--- src/rtl/alu_pkg.sv ---
// Shared constants and types for the external ALU responder.
// CSR bit positions, opcode encodings and the handshake state set.
package alu_pkg;

  localparam int ALUDATABITS   = 32;
  localparam int ALUOPBITS     = 4;
  localparam int ALUCSRINBITS  = 3;
  localparam int ALUCSROUTBITS = 3;

  localparam int IN_PROT    = 0;
  localparam int IN_OP1     = 1;
  localparam int IN_OP2     = 2;
  localparam int OUT_OP1RDY = 0;
  localparam int OUT_OP2RDY = 1;
  localparam int OUT_VALID  = 2;

  localparam logic [3:0] OP_ADD  = 4'd0;
  localparam logic [3:0] OP_SUB  = 4'd1;
  localparam logic [3:0] OP_AND  = 4'd2;
  localparam logic [3:0] OP_OR   = 4'd3;
  localparam logic [3:0] OP_XOR  = 4'd4;
  localparam logic [3:0] OP_SLL  = 4'd5;
  localparam logic [3:0] OP_SRL  = 4'd6;
  localparam logic [3:0] OP_SRA  = 4'd7;
  localparam logic [3:0] OP_SLT  = 4'd8;
  localparam logic [3:0] OP_SLTU = 4'd9;
  localparam logic [3:0] OP_MUL  = 4'd10;

  typedef enum logic [2:0] {
    S_WAIT_OP1,
    S_WAIT_OP2,
    S_COMPUTE,
    S_WRITE,
    S_RES_WAIT_PROT,
    S_RES_WAIT_REL
  } alu_state_e;

endpackage

--- src/rtl/alu_seq_mul.sv ---
// Shift-add iterative multiplier, one partial product per cycle.
// done rises W cycles after start and holds until the next start.
module alu_seq_mul #(
  parameter int W = 32
) (
  input  logic         clk,
  input  logic         rst_n,
  input  logic         start,
  input  logic [W-1:0] a,
  input  logic [W-1:0] b,
  output logic         done,
  output logic [W-1:0] product
);

  localparam int CW = $clog2(W) + 1;

  logic [W-1:0]  mcand;
  logic [W-1:0]  mplier;
  logic [W-1:0]  acc;
  logic [CW-1:0] cnt;
  logic          busy;

  always_ff @(posedge clk or negedge rst_n) begin
    if (!rst_n) begin
      mcand  <= '0;
      mplier <= '0;
      acc    <= '0;
      cnt    <= '0;
      busy   <= 1'b0;
      done   <= 1'b0;
    end else if (start) begin
      mcand  <= a;
      mplier <= b;
      acc    <= '0;
      cnt    <= CW'(W);
      busy   <= 1'b1;
      done   <= 1'b0;
    end else if (busy) begin
      if (mplier[0])
        acc <= acc + mcand;
      mcand  <= mcand << 1;
      mplier <= mplier >> 1;
      cnt    <= cnt - 1'b1;
      if (cnt == CW'(1)) begin
        busy <= 1'b0;
        done <= 1'b1;
      end
    end
  end

  assign product = acc;

endmodule

--- src/rtl/ext_alu_responder.sv ---
// Responder side of the FU/external-ALU CSR handshake.
// Latches OP1/OP2 on strobes, computes, publishes OP3 under write-protect.
module ext_alu_responder #(
  parameter int ALUDATABITS = 32,
  parameter int ALUOPBITS   = 4,
  parameter int FIXED_LAT   = 2
) (
  input  logic                                 clk,
  input  logic                                 reset_n,
  input  logic [ALUDATABITS-1:0]               OP1,
  input  logic [ALUDATABITS-1:0]               OP2,
  input  logic [ALUOPBITS-1:0]                 ALUOP,
  input  logic [alu_pkg::ALUCSRINBITS-1:0]     CSR_ALU_IN,
  output logic [alu_pkg::ALUCSROUTBITS-1:0]    CSR_ALU_OUT,
  output logic [ALUDATABITS-1:0]               OP3
);

  import alu_pkg::*;

  alu_state_e             state;
  logic [ALUDATABITS-1:0] op1_q;
  logic [ALUDATABITS-1:0] op2_q;
  logic [ALUOPBITS-1:0]   op_q;
  logic [7:0]             cnt;

  logic                   mul_start;
  logic                   mul_done;
  logic [ALUDATABITS-1:0] mul_p;
  logic [ALUDATABITS-1:0] alu_res;
  logic [ALUDATABITS-1:0] res;
  logic [4:0]             shamt;
  logic                   is_mul;
  logic                   done_now;
  logic                   prot;

  assign prot   = CSR_ALU_IN[IN_PROT];
  assign is_mul = (op_q == OP_MUL);
  assign shamt  = op2_q[4:0];

  // Multiplier takes OP2 straight from the port on the accept edge.
  assign mul_start = (state == S_WAIT_OP2) &&
                     CSR_ALU_IN[IN_OP2] && is_mul;

  alu_seq_mul #(.W(ALUDATABITS)) u_mul (
    .clk     (clk),
    .rst_n   (reset_n),
    .start   (mul_start),
    .a       (op1_q),
    .b       (OP2),
    .done    (mul_done),
    .product (mul_p)
  );

  always_comb begin
    alu_res = '0;
    case (op_q)
      OP_ADD:  alu_res = op1_q + op2_q;
      OP_SUB:  alu_res = op1_q - op2_q;
      OP_AND:  alu_res = op1_q & op2_q;
      OP_OR:   alu_res = op1_q | op2_q;
      OP_XOR:  alu_res = op1_q ^ op2_q;
      OP_SLL:  alu_res = op1_q << shamt;
      OP_SRL:  alu_res = op1_q >> shamt;
      OP_SRA:  alu_res = $signed(op1_q) >>> shamt;
      OP_SLT:  alu_res = {{(ALUDATABITS-1){1'b0}},
                          $signed(op1_q) < $signed(op2_q)};
      OP_SLTU: alu_res = {{(ALUDATABITS-1){1'b0}},
                          op1_q < op2_q};
      default: alu_res = '0;
    endcase
  end

  assign res      = is_mul ? mul_p : alu_res;
  assign done_now = is_mul ? mul_done : (cnt == '0);

  always_ff @(posedge clk or negedge reset_n) begin
    if (!reset_n) begin
      state       <= S_WAIT_OP1;
      CSR_ALU_OUT <= 3'b001;
      OP3         <= '0;
      op1_q       <= '0;
      op2_q       <= '0;
      op_q        <= '0;
      cnt         <= '0;
    end else begin
      unique case (state)
        S_WAIT_OP1: if (CSR_ALU_IN[IN_OP1]) begin
          op1_q                   <= OP1;
          op_q                    <= ALUOP;
          CSR_ALU_OUT[OUT_OP1RDY] <= 1'b0;
          CSR_ALU_OUT[OUT_OP2RDY] <= 1'b1;
          state                   <= S_WAIT_OP2;
        end
        S_WAIT_OP2: if (CSR_ALU_IN[IN_OP2]) begin
          op2_q                   <= OP2;
          cnt                     <= 8'(FIXED_LAT - 1);
          CSR_ALU_OUT[OUT_OP2RDY] <= 1'b0;
          state                   <= S_COMPUTE;
        end
        // Finishing compute writes directly when unprotected.
        S_COMPUTE: if (done_now) begin
          if (!prot) begin
            OP3                    <= res;
            CSR_ALU_OUT[OUT_VALID] <= 1'b1;
            state                  <= S_RES_WAIT_PROT;
          end else begin
            state <= S_WRITE;
          end
        end else if (cnt != '0) begin
          cnt <= cnt - 8'd1;
        end
        S_WRITE: if (!prot) begin
          OP3                    <= res;
          CSR_ALU_OUT[OUT_VALID] <= 1'b1;
          state                  <= S_RES_WAIT_PROT;
        end
        S_RES_WAIT_PROT: if (prot) begin
          state <= S_RES_WAIT_REL;
        end
        S_RES_WAIT_REL: if (!prot) begin
          CSR_ALU_OUT[OUT_VALID]  <= 1'b0;
          CSR_ALU_OUT[OUT_OP1RDY] <= 1'b1;
          state                   <= S_WAIT_OP1;
        end
        default: state <= S_WAIT_OP1;
      endcase
    end
  end

endmodule

--- config.mk ---
export PLATFORM = sky130hd
export DESIGN_NAME = ext_alu_responder
export DESIGN_NICKNAME = d
export VERILOG_FILES = /design/src/rtl/alu_pkg.sv /design/src/rtl/alu_seq_mul.sv /design/src/rtl/ext_alu_responder.sv
export SDC_FILE = /design/constraint.sdc
export NUM_CORES = 1
export LEC_CHECK = 0
export CORE_MARGIN = 2
export CORE_UTILIZATION = 55
export CTS_CLUSTER_DIAMETER = 200
export DETAILED_ROUTE_END_ITERATION = 8
export HOLD_SLACK_MARGIN = 0.02
export PLACE_DENSITY = 0.79
export SLEW_MARGIN = 40
export SYNTH_ARGS = -nofsm -noshare
export SYNTH_HDL_FRONTEND = slang
export SYNTH_SLANG_ARGS = --single-unit
--- constraint.sdc ---
create_clock -name clk -period 5.1 [get_ports clk]
set_clock_uncertainty 0.2 [all_clocks]
set_input_delay 0.765 -clock clk [delete_from_list [all_inputs] [get_ports clk]]
set_output_delay 0.765 -clock clk [all_outputs]
set_load 0.05 [all_outputs]
After elaboration in Yosys (flattened, before gate mapping):

Cells that the tools add are included.

* add/subtract/negate cells: 5
* magnitude comparators: 2
* equality and inequality tests: 24
* shift operators: 3
* multiplexer cells: 42
* bitwise gates (word level): 3
* reduce and logical (&&, ||, !) cells: 24

Operators by type and width (count)
* 32-bit two-way mux: 10
* 32-bit case mux with 10 select lines: 1
* 32-bit adder: 2
* 32-bit less-than comparator: 2
* 32-bit case mux with 2 select lines: 1
* 32-bit bitwise AND: 1
* 32-bit bitwise OR: 1
* 32-bit by 5-bit left shift with 32-bit output: 1
* 32-bit by 5-bit >> shifter with 32-bit output: 1
* 32-bit by 5-bit >>> shifter with 32-bit output: 1
* 32-bit subtractor: 1
* 32-bit bitwise XOR: 1
* 8-bit two-way mux: 3
* 3-bit two-way mux: 7
* 3-bit case mux with 6 select lines: 1
* 4-bit by 3-bit == test with 1-bit output (second input constant): 4
* 2-bit inequality test (second input constant): 8
* 8-bit case mux with 2 select lines: 1
* 2-bit nonzero test: 7
* 4-bit == test (second input constant): 3
* 1-bit two-way mux: 12
* 6-bit two-way mux: 2
* 2-bit AND reduction: 5
* 3-bit AND reduction: 3
* other kinds (19): 24

* register bits after elaboration: 218
* output and inout port bits: 35

Logic depth before layout (Yosys ltp):

Gate-level depths: netlist (run 1).

* depth after elaboration: 6
* depth in mapped cells: 15
* mapped depth without buffers: 13

Cells and area by module:

From an unflattened synthesis (run 1), not the netlist that was laid out.

* cells, all modules: 2324
* area total of the unflattened synthesis: 19150.9 sq um

By module, submodules not included
* ext_alu_responder: times used 1, cells an instance 1650, area an instance 12981.2 sq um, sequential area each 2854.0 sq um
* alu_seq_mul: times used 1, cells an instance 674, area an instance 6169.7 sq um, sequential area each 2602.5 sq um

Least setup slack after synthesis (run 1):

OpenSTA, ideal clock, no wires.

* kind: flip-flop to flip-flop
* start point: reg op2_q[2]
* end point: reg OP3[28]
* arrival: 3.724 ns
* required time: 4.818 ns
* setup slack: 1.094 ns
* stages on the path, launching flop included: 15
* buffers on the path: 3
* clock period less this slack: 4.006 ns
* path through: dfrtp_1 > buf_2 > clkinv_1 > buf_1 > clkbuf_1 > ha_1 > or3b_1 > a311oi_2 > or4_4 > nand3_4 > o211ai_2 > a311oi_1 > o31a_1 > or4_1 > a31oi_1

* word-level cells in the longest chain between the ends: 6

Ends and longest elaborated chain
* start: declaration: line ext_alu_responder.sv:22 `logic [ALUDATABITS-1:0] op2_q;`
* start signal: assignment: line ext_alu_responder.sv:82 `op2_q <= '0;`
* start signal: assignment: line ext_alu_responder.sv:95 `op2_q <= OP2;`
* 32-bit subtractor, or another cell as far along: line ext_alu_responder.sv:58 `OP_SUB: alu_res = op1_q - op2_q;`
* 32-bit case mux with 10 select lines *: line ext_alu_responder.sv:56 `case (op_q)`
* 32-bit two-way mux *: line ext_alu_responder.sv:73 `assign res = is_mul ? mul_p : alu_res;`
* 32-bit two-way mux *: line ext_alu_responder.sv:102, ext_alu_responder.sv:112
* 32-bit two-way mux: line ext_alu_responder.sv:101 `S_COMPUTE: if (done_now) begin`
* 32-bit case mux with 2 select lines *: line ext_alu_responder.sv:86 `unique case (state)`
* end signal: assignment: line ext_alu_responder.sv:103 `OP3 <= res;`
* end signal: assignment: line ext_alu_responder.sv:113 `OP3 <= res;`
* end: declaration: line ext_alu_responder.sv:15 `output logic [ALUDATABITS-1:0] OP3`

Mark *: on every way between the ends. The rest lies on a longest branch, timed or not. The select of a mux whose other input is x is not followed.
A chain may end at the register's enable or synchronous reset.

Final worst setup path (run 1):

* start point: reg op2_q[0]
* end point: reg OP3[30]

Same word-level chain as after synthesis.

==> results by group, run 1 <==
Detailed routing
  – DRC violations left: 0
  – Drt via density: around 7.0
  – Starting DRC count in detailed routing: 2799
  – Average wire per standard cell: between 20 and 30 um
  – DRT Pass-1 Iters: 6
  – Antenna Nets Post-Route: 0
  – Final Routed Wirelength: roughly 76000 um
  – Vias: 19429

Final layout
  – Final instance area: about 21000 sq um
  – Final-stage net count: ~2500
  – Share of layout cells above drive strength 1: approximately 8.2%
  – Util after Layout: a little over three fifths
  – Area Growth Syn to Fin: 12.8%

STA
  – Fin crit period: 4240 ps
  – Final setup fails: 0
  – Worst hold slack: between 200 and 300 ps
  – Slew Limit Fails: 0
  – Max-slew headroom: 39.2%
  – Fmax: ~0.24 GHz
  – Final hold violation count: 0
  – Least-Margin Pin Slew: 906 ps
  – Setup tns final: 0 ps
  – RSZ-0062 raised after global routing: false
  – Final period util: 83.1%

Clock tree
  – Clock latency on the worst-skew pair: between 500 and 600 ps
  – Clock buffer count from CTS: 26
  – CTS Hold Bufs: 1
  – Max Buffers Root-to-Sink: 3
  – H-tree levels: 1
  – Postcts setup bufs: 0
  – CTS clk-pin slew, worst paths: approximately 60 ps
  – CTS tree: built
  – Root Buffer: clkbuf_16
  – # resized after CTS: 0
  – # clock sinks: about 220

Floorplan
  – FP Rows: 67
  – Die width: about 190 um
  – Die area: 35900 sq um
  – Initial core utilization: 56.1%
  – # IOs: about 110
  – CORE AREA: 33700 sq um
  – Die span in y: about 190 um

Synthesis
  – Post-synth cell types: 86
  – Most common flop cell mapped by yosys: dfrtp_1
  – Post-synth EDFFs: 0
  – #FFs+latches synth: 218
  – Syn_area_per_cell: 8.23 sq um
  – Syn_nets: approximately 2500
  – Sequential fraction of the synthesis area: between 20% and 30%
  – Asr flop ratio synth: 100%
  – Area of the mapped netlist: around 19000 sq um
  – Yosys warns: 0
  – Syn Inst Count: roughly 2300

Critical path
  – CP Buf/Inv Count: 1
  – Worst Path Required: 5340 ps
  – Crit path max fanout: 33
  – CP cell instances: ha_1 > inv_1 > fa_1 > or3b_1 > a311oi_2 > or4_4 > nand3_4 > o211ai_2 > a311oi_1 > o31a_1 > mux2i_1 > a31oi_1
  – Crit start category: flop
  – WS Path Type: flop to flop
  – Crit path DAT: 4480 ps
  – Setup crit end kind: flop
  – Largest delay contributor family on the critical path: compound AO/OA/AOI/OAI gates
  – Slowest cell on crit path: dfrtp_4
  – Worst path max stage delay: approximately 760 ps

Global route
  – Total track usage: 42.2%
  – Initial antenna violation count: 0
  – Grt total ovfl: 0
  – Largest net degree at the start of global routing: around 160
  – First-pass GRT wire length: between 100000 and 150000 um
  – Vias in the first global route: ~18000

Status
  – Status: completed

Hold path
  – Hold Crit Class: flop to flop

Placement
  – I/O Buffers: between 100 and 150
  – RD Place Congestion: between 1 and 1.5
  – Post-DP HPWL: between 50000 and 60000 um
  – Placed cell areas: roughly 20000 sq um

Run
  – Max-cap viol count: 0
[cells in the mapped netlist, types with 6 or more instances]
cell type	instances	area [sq um]
a2111oi_0	7	61.3
a211o_1	7	61.3
a211oi_1	29	218
a21o_1	31	233
a21oi_1	180	901
a221oi_1	14	123
a222oi_1	16	160
a22o_1	6	52.6
a22oi_1	13	97.6
a31oi_1	20	125
and2_1	8	50.1
and3_1	16	100
buf_1	19	71.3
buf_2	13	65.1
clkbuf_1	123	462
dfrtp_1	217	5430
ha_1	135	1690
inv_1	117	439
mux2_2	12	135
mux2i_1	102	1020
mux4_2	56	1260
nand2_1	276	1040
nand2b_1	13	81.3
nand3_1	45	225
nand4_1	10	62.6
nor2_1	209	785
nor2b_1	14	87.6
nor3_1	48	240
nor4_1	17	106
o2111ai_1	6	52.6
o211ai_1	28	210
o21a_1	13	97.6
o21ai_0	247	1240
o21bai_1	20	150
o221ai_1	7	61.3
o22a_1	8	70.1
o22ai_1	15	93.8
o31ai_1	15	113
or3_1	19	119
xnor2_1	40	350
xor2_1	8	70.1
[layer usage]
layer | global-route usage [%] | part of all wire, %
met1 | 58.4 | 39
met2 | 62.0 | 42
met3 | 12.4 | 14
met4 | 16.9 | 4.4
met5 | 0 | 0
[flip-flops by register name, summed over array words and instances, names as in the netlist, 6 cells and up]
signal	flops
op2_q	32
cnt	8
u_mul.mcand	32
u_mul.product	32
u_mul.mplier	32
u_mul.cnt	6
op1_q	32
OP3	32
[cell families (layout without fill, tap and decap cells)]
kind of cell	count (synthesis)	count (layout)	share of synthesized area [%]
AO/OA/AOI/OAI	736	736	24.4
XOR/XNOR	48	48	2.22
AND/OR/NAND/NOR	707	707	16.8
multiplexers	170	170	12.8
adder cells (fa/ha/maj)	138	138	9.26
other	0	1	0
buffers and inverters	278	318	5.71
flip-flops	218	218	28.9
[placed cells by master, fill, tap and decap left out, types with 44 or more instances in the layout]
cell / Yosys / routed
nand2_1: 276 / 275
o21ai_0: 247 / 245
dfrtp_1: 217 / 213
nor2_1: 209 / 207
a21oi_1: 180 / 180
ha_1: 135 / 135
inv_1: 117 / 117
clkdlybuf4s50_1: 0 / 106
mux2i_1: 102 / 102
mux4_2: 56 / 56
nor3_1: 48 / 45
nand3_1: 45 / 44
[final cells by class]
cell class              count  area [sq um]
fillers                  2908         12400
well taps                 448           561
clock buffers              31           719
flip-flops and latches    218          5470
repair buffers            152          1470
diodes                      1          2.50
clock inverters            16           214
multi-input cells        1799         12400
inverters                 119           447
[worst reg2reg max path: cells and delay by family, from the launching register on]
family	cells	cell delay [ps]
AND/OR/NAND/NOR	3	890
multiplexers	1	220
flip-flops	1	760
adder cells (fa/ha/maj)	2	720
buffers and inverters	1	70
AO/OA/AOI/OAI	5	1270
[final timing paths]
path	from	to	slack, ps	cells after the start
worst max-delay path	op2_q[0]	OP3[30]	860	12
worst min register to register	CSR_ALU_OUT[1]	CSR_ALU_OUT[1]	280	1
worst max register to register	op2_q[0]	OP3[30]	860	12
min in group asynchronous	reset_n	OP3[5]	490	2
max in group asynchronous	reset_n	u_mul.product[4]	3080	4
worst min-delay path	CSR_ALU_OUT[1]	CSR_ALU_OUT[1]	280	1
[through the flow]
step | std cells | worst slack [ps]
after floorplan | 2295 | 1090
after global placement | 2734 | 993
after detailed placement | 2735 | 1000
after CTS | 2783 | 966
after global routing | 2783 | 718
final | 2784 | 864
Power of run 1 is left out: the tool's default activity adds up to more than one toggle a clock period on the data nets, which glitch-free logic cannot reach.
==> inputs of run 2 (changes only) <==
--- a/config.mk
+++ b/config.mk
@@ -10,7 +10,7 @@
 export CTS_CLUSTER_DIAMETER = 200
 export DETAILED_ROUTE_END_ITERATION = 8
 export HOLD_SLACK_MARGIN = 0.02
-export PLACE_DENSITY = 0.79
+export PLACE_DENSITY = 0.82
 export SLEW_MARGIN = 40
 export SYNTH_ARGS = -nofsm -noshare
 export SYNTH_HDL_FRONTEND = slang
==> constraint.sdc (replaced) <==
create_clock -name clk -period 3.8 [get_ports clk]
set_clock_uncertainty 0.2 [all_clocks]
set_input_delay 0.57 -clock clk [delete_from_list [all_inputs] [get_ports clk]]
set_output_delay 0.57 -clock clk [all_outputs]
set_load 0.05 [all_outputs]
==> results by group, run 2 (synthesis results as in run 1) <==
STA
  – Setup WS post-layout: 70.1 ps (-793 ps)
  – Worst hold slack: 279 ps (+2.55 ps)
  – Least-Margin Pin Slew: 781 ps (-125 ps)
  – Final period util: 98.2% (+15 points)
  – Final hold violation count: 0 (unchanged)
  – Fin crit period: 3730 ps (-507 ps)
  – Max-slew headroom: 46.6% (+7.5 points)
  – RSZ-0062 raised after global routing: false
  – Fmax: 0.268 GHz (+14%)
  – Slew Limit Fails: 0 (unchanged)
  – Final setup fails: 0 (unchanged)

Critical path
  – R2r setup slk: 70 ps (-790 ps)
  – CP cell instances: inv_1 > ha_1 > inv_1 > fa_1 > or3b_1 > a311oi_4 > or4_4 > nand3_4 > o211ai_2 > a311oi_2 > o31a_1 > or4_1 > a31oi_1
  – Slowest cell on crit path: dfrtp_1
  – Crit start category: flop
  – Stages on worst setup path: 13 (+1)
  – Largest delay contributor family on the critical path: compound AO/OA/AOI/OAI gates
  – Crit path max fanout: 5 (-85%)
  – CP Buf/Inv Count: 2 (+1)
  – Worst Path Required: 4120 ps (-1220 ps)
  – Worst path max stage delay: 420 ps (-340 ps)
  – Cell repeated most along the worst path: inv_1
  – R2r worst-path depth: 13 (+1)
  – Setup crit end kind: flop
  – Crit path DAT: 4050 ps (-430 ps)
  – WS Path Type: flop to flop

Clock tree
  – CTS tree: built
  – Max Buffers Root-to-Sink: 3 (unchanged)
  – Clock buffer count from CTS: 27 (+3.8%)
  – # clock sinks: 218 (unchanged)
  – Clock latency on the worst-skew pair: 600 ps (+20 ps)
  – Root Buffer: clkbuf_16
  – H-tree levels: 1 (unchanged)
  – CTS clk-pin slew, worst paths: 70 ps (about the same)

Hold path
  – Hold path depth: 2 (+1)
  – Hold Crit Class: flop to flop

Global route
  – Largest net degree at the start of global routing: 75 (-54%)
  – First-pass GRT wire length: 113000 um (-1.3%)
  – Grt total ovfl: 0 (unchanged)
  – Total track usage: 41.5% (-0.64 points)
  – Initial antenna violation count: 1 (+1)
  – Vias in the first global route: 18278 (-0.78%)

Floorplan
  – Initial core utilization: 56.1% (unchanged)
  – # IOs: 108 (unchanged)
  – CORE AREA: 33700 sq um (unchanged)
  – FP Rows: 67 (unchanged)
  – Die span in y: 189 um (unchanged)
  – Die area: 35900 sq um (unchanged)
  – Die width: 189 um (unchanged)

Final layout
  – Commonest non-fill, non-tap cell in the layout: nand2_1
  – Share of layout cells above drive strength 1: 11.4% (+3.3 points)
  – Filler cell count: 2803 (-3.6%)
  – Final instance area: 22100 sq um (+3.8%)
  – Most frequent cells in the layout: 276 x nand2_1, 247 x o21ai_0, 211 x dfrtp_1
  – Final-stage net count: 2613 (+3.4%)
  – Area Growth Syn to Fin: 17.0%
  – Non-Filler Instances: 2872 (+3.2%)

Detailed routing
  – DRT Pass-1 Iters: 9 (+3)
  – Average wire per standard cell: 26.1 um (-4.6%)
  – Antenna Nets Post-Route: 0 (unchanged)
  – Vias: 19446 (+0.087%)
  – Final Routed Wirelength: 75100 um (-1.6%)
  – Drt via density: 6.77 (-3.0%)
  – Starting DRC count in detailed routing: 2596 (-7.3%)
  – DRC violations left: 4 (+4)

Status
  – Failing checks: DRC
  – Status: finished, violations left

Placement
  – I/O Buffers: 107 (unchanged)
  – DP Worst Slack: -16.1 ps (-1020 ps)
  – Post-Place Cells: 2818 (+3.0%)
  – RD Place Congestion: 1.02 (-0.31%)
  – Post-DP HPWL: 55600 um (+0.10%)
  – Placed cell areas: 21100 sq um (+3.5%)

Run
  – Max-cap viol count: 0 (unchanged)
[run 2: changes by cell type in the layout (fill, tap and decap cells not counted), moves of 2 or more]
cell / change
dfrtp_2: +2
diode_2: +2
dfrtp_1: -2
buf_12: +9
o21ai_1: -2
o21ai_0: +2
buf_4: +77
[run 2: worst register-to-register path: stages, from the launching register on]
cell and delay (ps):
dfrtp_1 420, inv_1 80, ha_1 210, inv_1 70
fa_1 190, or3b_1 410, a311oi_4 350, or4_4 220
nand3_4 110, o211ai_2 260, a311oi_2 200, o31a_1 360
or4_1 420, a31oi_1 170
[run 2: path summary, 6_finish.rpt]
| kind | from | to |
|---|---|---|
| setup / recovery | op1_q[0] | OP3[28] |
| hold / removal | OP3[11] | OP3[11] |
| setup reg to reg | op1_q[0] | OP3[28] |
| hold reg to reg | OP3[11] | OP3[11] |
| max in group asynchronous | reset_n | u_mul.mcand[11] |
| min in group asynchronous | reset_n | OP3[12] |
[run 2: area by class of cell]
| cell class | instances | area (sq um) | share of cell area (%) |
|---|---|---|---|
| antenna | 3 | 7.51 | 0.0340 |
| clock buffer | 33 | 748 | 3.38 |
| clock inverter | 15 | 234 | 1.06 |
| inverter | 119 | 447 | 2.02 |
| multi-input combinational | 1799 | 12400 | 56.3 |
| sequential | 218 | 5470 | 24.7 |
| tap | 448 | 561 | 2.54 |
| timing repair buffer | 237 | 2200 | 9.97 |
[run 2: repair_timing]
item,4_1_cts,5_1_grt
hold buffers,1,0
endpoints found under the setup margin,0,15
endpoints found under the hold margin,71,0
buffers inserted,0,2
resized for setup,0,7
[run 2: layer usage]
layer / routed length [um] / vias up / share of wire [%] / track usage (%)
met4: 2680 / 2 / 3.6 / 13.3
met5: 10 / - / 0.013 / 0
li1: - / 8571 / - / -
met1: 30800 / 9408 / 41 / 59.3
met2: 32100 / 1288 / 43 / 61.6
met3: 9560 / 177 / 13 / 10.9
[run 2: per-stage QoR]
stage                     utilization (%)  TNS (ps)
after floorplan                         -     -64.0
after global placement               62.5         0
after detailed placement             62.5     -16.1
after CTS                            65.4         0
after global routing                 65.6         0
final                                65.6         0
Power of run 2 is left out for the same reason.
